==> src/rtl/adc_frame_pkg.sv <==
// Shared types and default sizing for the ADC frame reader and its helpers.
package adc_frame_pkg;

    localparam int DEF_DATA_W    = 16;
    localparam int DEF_ADDR_W    = 6;
    localparam int DEF_FRAME_LEN = 52;
    localparam int DEF_RD_LAT    = 2;

    typedef enum logic [2:0] {
        ST_IDLE,
        ST_READ,
        ST_DRAIN,
        ST_DONE,
        ST_WAIT_LOW
    } state_e;

endpackage

==> src/rtl/abs_sat.sv <==
// Saturating absolute value of a signed sample: the most negative code maps to
// the largest positive magnitude so the result always fits in DATA_W-1 bits.
module abs_sat
    import adc_frame_pkg::*;
#(
    parameter int DATA_W = DEF_DATA_W
) (
    input  logic [DATA_W-1:0] x,
    output logic [DATA_W-2:0] mag
);

    logic [DATA_W-1:0] abs_full;

    always_comb begin
        abs_full = x[DATA_W-1] ? (~x + DATA_W'(1)) : x;
        // Only -2^(DATA_W-1) leaves the top bit set after negation.
        mag      = abs_full[DATA_W-1] ? '1 : abs_full[DATA_W-2:0];
    end

endmodule

==> src/rtl/adc_frame_reader.sv <==
// Reads one captured frame from the sample RAM, streams it out and reports the
// frame peak and sum of magnitudes; aborts cleanly if the frame is withdrawn.
module adc_frame_reader
    import adc_frame_pkg::*;
#(
    parameter int DATA_W    = DEF_DATA_W,
    parameter int ADDR_W    = DEF_ADDR_W,
    parameter int FRAME_LEN = DEF_FRAME_LEN,
    parameter int RD_LAT    = DEF_RD_LAT,
    parameter int SUM_W     = DATA_W + ADDR_W
) (
    input  logic              clk,
    input  logic              rst,
    input  logic              frame_ready,
    output logic              rd_en,
    output logic [ADDR_W-1:0] rd_addr,
    input  logic [DATA_W-1:0] rd_data,
    output logic [DATA_W-1:0] smp_data,
    output logic              smp_valid,
    output logic [DATA_W-2:0] peak,
    output logic [SUM_W-1:0]  sum_abs,
    output logic              result_valid,
    output logic              complete,
    output logic              abort
);

    localparam int                CNT_W      = (RD_LAT > 1) ? $clog2(RD_LAT) : 1;
    localparam logic [ADDR_W-1:0] LAST_ADDR  = ADDR_W'(FRAME_LEN - 1);
    localparam logic [CNT_W-1:0]  LAST_DRAIN = CNT_W'(RD_LAT - 1);

    state_e            state_q, state_d;
    logic              rd_en_q, rd_en_d;
    logic [ADDR_W-1:0] rd_addr_q, rd_addr_d;
    logic [CNT_W-1:0]  drain_cnt_q, drain_cnt_d;
    logic [RD_LAT-1:0] vld_q, vld_d;
    logic [DATA_W-2:0] acc_peak_q, acc_peak_d, peak_q, peak_d;
    logic [SUM_W-1:0]  acc_sum_q, acc_sum_d, sum_q, sum_d;
    logic              complete_q, complete_d;
    logic              result_valid_q, result_valid_d;
    logic              abort_q, abort_d;
    logic              drop;
    logic [DATA_W-2:0] smp_mag;

    abs_sat #(.DATA_W(DATA_W)) u_abs_sat (
        .x   (rd_data),
        .mag (smp_mag)
    );

    assign drop = ((state_q == ST_READ) || (state_q == ST_DRAIN)) && !frame_ready;

    always_comb begin
        // NOTE: every _d starts from its _q (or pulse default) so no path infers a latch.
        state_d        = state_q;
        rd_en_d        = rd_en_q;
        rd_addr_d      = rd_addr_q;
        drain_cnt_d    = drain_cnt_q;
        acc_peak_d     = acc_peak_q;
        acc_sum_d      = acc_sum_q;
        peak_d         = peak_q;
        sum_d          = sum_q;
        complete_d     = 1'b0;
        result_valid_d = 1'b0;
        abort_d        = 1'b0;
        vld_d          = (vld_q << 1) | RD_LAT'(rd_en_q);

        if (vld_q[RD_LAT-1]) begin
            acc_peak_d = (smp_mag > acc_peak_q) ? smp_mag : acc_peak_q;
            acc_sum_d  = acc_sum_q + SUM_W'(smp_mag);
        end

        case (state_q)
            ST_IDLE: begin
                if (frame_ready) begin
                    state_d    = ST_READ;
                    rd_en_d    = 1'b1;
                    rd_addr_d  = '0;
                    acc_peak_d = '0;
                    acc_sum_d  = '0;
                end
            end
            ST_READ: begin
                if (rd_addr_q == LAST_ADDR) begin
                    state_d     = ST_DRAIN;
                    rd_en_d     = 1'b0;
                    rd_addr_d   = '0;
                    drain_cnt_d = '0;
                end else begin
                    rd_addr_d = rd_addr_q + ADDR_W'(1);
                end
            end
            ST_DRAIN: begin
                // The last sample lands on this edge, so publish the updated accumulators.
                if (drain_cnt_q == LAST_DRAIN) begin
                    state_d        = ST_DONE;
                    complete_d     = 1'b1;
                    result_valid_d = 1'b1;
                    peak_d         = acc_peak_d;
                    sum_d          = acc_sum_d;
                end else begin
                    drain_cnt_d = drain_cnt_q + CNT_W'(1);
                end
            end
            ST_DONE:     state_d = ST_WAIT_LOW;
            ST_WAIT_LOW: if (!frame_ready) state_d = ST_IDLE;
            default:     state_d = ST_IDLE;
        endcase

        if (drop) begin
            state_d        = ST_IDLE;
            rd_en_d        = 1'b0;
            rd_addr_d      = '0;
            vld_d          = '0;
            complete_d     = 1'b0;
            result_valid_d = 1'b0;
            peak_d         = peak_q;
            sum_d          = sum_q;
            abort_d        = 1'b1;
        end
    end

    always_ff @(posedge clk) begin
        // NOTE: sequential state uses <= so every flop samples pre-edge values.
        if (rst) begin
            state_q        <= ST_IDLE;
            rd_en_q        <= 1'b0;
            rd_addr_q      <= '0;
            drain_cnt_q    <= '0;
            vld_q          <= '0;
            acc_peak_q     <= '0;
            acc_sum_q      <= '0;
            peak_q         <= '0;
            sum_q          <= '0;
            complete_q     <= 1'b0;
            result_valid_q <= 1'b0;
            abort_q        <= 1'b0;
        end else begin
            state_q        <= state_d;
            rd_en_q        <= rd_en_d;
            rd_addr_q      <= rd_addr_d;
            drain_cnt_q    <= drain_cnt_d;
            vld_q          <= vld_d;
            acc_peak_q     <= acc_peak_d;
            acc_sum_q      <= acc_sum_d;
            peak_q         <= peak_d;
            sum_q          <= sum_d;
            complete_q     <= complete_d;
            result_valid_q <= result_valid_d;
            abort_q        <= abort_d;
        end
    end

    assign rd_en        = rd_en_q;
    assign rd_addr      = rd_addr_q;
    assign smp_valid    = vld_q[RD_LAT-1];
    assign smp_data     = vld_q[RD_LAT-1] ? rd_data : '0;
    assign peak         = peak_q;
    assign sum_abs      = sum_q;
    assign result_valid = result_valid_q;
    assign complete     = complete_q;
    assign abort        = abort_q;

endmodule

==> config.mk <==
export PLATFORM = sky130hd
export DESIGN_NAME = adc_frame_reader
export DESIGN_NICKNAME = d
export VERILOG_FILES = /design/src/rtl/adc_frame_pkg.sv /design/src/rtl/abs_sat.sv /design/src/rtl/adc_frame_reader.sv
export SDC_FILE = /design/constraint.sdc
export NUM_CORES = 1
export LEC_CHECK = 0
export BUFFER_PORTS_ARGS = -buffer_cell sky130_fd_sc_hd__buf_2
export CORE_MARGIN = 1.5
export CORE_UTILIZATION = 30
export CTS_BUF_LIST = sky130_fd_sc_hd__clkbuf_8 sky130_fd_sc_hd__clkbuf_16
export DETAILED_ROUTE_END_ITERATION = 10
export PLACE_DENSITY = 0.53
export SLEW_MARGIN = 20
export SYNTH_ARGS = -nofsm -noshare
export SYNTH_HDL_FRONTEND = slang
export SYNTH_HIERARCHICAL = 1
export SYNTH_SLANG_ARGS = --single-unit
==> constraint.sdc <==
create_clock -name clk -period 6.5 [get_ports clk]
set_input_delay 0.65 -clock clk [delete_from_list [all_inputs] [get_ports clk]]
set_output_delay 0.65 -clock clk [all_outputs]
set_load 0.1 [all_outputs]
==> flow_summary.ini <==
[critical_path]
cp.arrival_ns = 4.50
r2r_slack_ns = 3.92
required_ns = 6.76
critPathKind = input port to register
endpoint_kind = register
start_kind = input port
cp_max_fo = 12

[placement]
hpwl_um = 8980
gp_congestion = 0.876
io_buffers = 82
placed_cells = 842

[logic_synthesis]
seq_area_frac_synth_pct = 36.5
netlist_area_um2 = 4880
synth_seq_cells = 89
synthTopCellsByArea = dfxtp_1, ha_1, nor2_1
synth_cell_types = 62
synth_warnings = 6
synth.most_common_cell = nor2_1
synthArstFlopShare_pct = 0
synthCells = 572
synth_edf_count = 0
avgSynthCellArea_um2 = 8.53
synth_top_area_share_pct = 36.5
synth_nets = 624
synth_area_leader_cell = dfxtp_1
synth_ff_type = dfxtp_1
synth_common_cells = nor2_1, dfxtp_1, a211oi_1, ha_1, nand2_1

[timing]
finalHoldViolations = 0
maxSlewViolCount = 0
slew_headroom_pct = 40.5
rsz0062_at_grt = false
max_freq_mhz = 236
tightest_slew_ns = 0.893
whs_ns = 0.417
period_needed_ns = 4.24
post-route-period-util_pct = 65.3
tns_ns = 0
fin_skew_ns = 0.00764
setup-violations-final = 0

[cells_and_area]
drive_gt1_share_pct = 18.1
syn_to_final_growth_pct = 18.6
fillers = 1677
instances_no_fill = 857
nNetsFinal = 689
antennaDiodeCount = 0

[routing]
first_iter_violations = 175
post-route-drc-count = 0
first_pass_iters = 5
vias = 4194
wirelength_um = 12200
post_drt_wl_per_cell_um = 14.2
ant_nets = 0
via_per_inst = 4.89

[floorplan]
io_pins = 83
num_rows = 46
die_width_um = 131
initial_core_util_pct = 30.7
core_um2 = 15900
die_y_um = 131
die_area_um2 = 17000

[global_routing]
track_usage_pct = 15.4
overflow = 0
grt_pass1_wl_um = 20500
grt_max_degree = 51
first_global_vias = 4035
antenna_found_initial = 0

[cts]
post_cts_resized = 0
clock_latency_ns = 0.35
cts-buffers-inserted = 9
clock-sinks = 89
cts_root_buffer = clkbuf_16
htree_levels = 3
cts_setup_buffers = 0
clkTransAtPathRegs_ns = 0.06
clockBufferDepth = 2
cts_tree = built
cts_hold_buf = 0

[min_path]
hold_path.class = register to register

[run]
drv_cap = 0

[outcome]
status = completed

[pwr]
power_leakage_nw = 2.32
peakVddDrop_mv = 0.137
powerDensity_nw_per_um2 = 233
## final timing paths
kind,to,cells after the start,start
worst max-delay path,sum_abs[16],15,rd_data[5]
worst min-delay path,vld_q[1],2,vld_q[0]
worst max register to register,peak[8],9,acc_peak_q[2]
worst min register to register,vld_q[1],2,vld_q[0]
## cells by family after synthesis
logic type               Yosys count  share of synthesized area [%]
flip-flops                        89                           36.5
XOR/XNOR                          29                           5.21
buffers and inverters             56                           4.69
AND/OR/NAND/NOR                  213                           21.3
multiplexers                      28                           5.80
AO/OA/AOI/OAI                    124                           17.8
adder cells (fa/ha/maj)           33                           8.62
## layout make-up
class,count,area (um2),share of cell area [%]
clock inverter,6,108,1.86
tap,216,270,4.67
inverter,25,93.8,1.62
multi-input combinational,427,2880,49.7
timing repair buffer,85,433,7.48
clock buffer,9,225,3.89
sequential,89,1780,30.8
## state kept, by name (all words and copies together) (netlist names)
signal,count
abort,1
acc_peak_q,15
acc_sum_q,22
drain_cnt_q,1
peak,15
rd_addr,6
rd_en,1
result_valid,1
state_q,3
sum_abs,22
vld_q,2
## metrics by stage
stage / setup WS (ns) / power [mW] / utilization (%) / instance area, um2
floorplan: 2.71 / 0.717 / - / 4880
global placement: 1.99 / 0.761 / 34.3 / 5450
detailed placement: 1.92 / 0.765 / 34.3 / 5450
CTS: 2.28 / 1.36 / 36.4 / 5790
global route: 1.97 / 1.41 / 36.4 / 5790
finish: 2.26 / 1.35 / 36.4 / 5790
## critical path, stage by stage
cell,delay (ns)
buf_2,0.13
or4_4,0.56
nor2_1,0.18
nand4_1,0.44
nand2_1,0.38
ha_1,0.22
inv_1,0.06
fa_1,0.39
nor2b_1,0.17
o31ai_1,0.13
a211oi_2,0.35
a311o_1,0.31
nand3_1,0.11
xor2_1,0.18
a211oi_1,0.22
## cell usage in the layout, fill, tap and decap left out, drive strengths merged, types with 18 or more instances in the layout
cell type / count
nor2: 101
dfxtp: 89
buf: 85
a211oi: 40
ha: 32
nand2: 29
mux2i: 26
inv: 26
a21oi: 24
o21ai: 18
## where the power goes
part           switching [mW]  internal [mW]
Combinational           0.132         0.0645
Sequential            0.00518          0.551
Clock                   0.222          0.373
Total                   0.358          0.989
## routing by layer
| metal | track usage (%) | part of all wire [%] | vias to the layer above |
|---|---|---|---|
| met5 | 0 | 0 | - |
| met4 | 5.95 | 2.3 | 0 |
| met3 | 3.38 | 4.6 | 19 |
| met2 | 24.3 | 44 | 104 |
| met1 | 20.5 | 49 | 1905 |
| li1 | - | - | 2166 |
No activity file was read; power rests on OpenSTA's default activity.
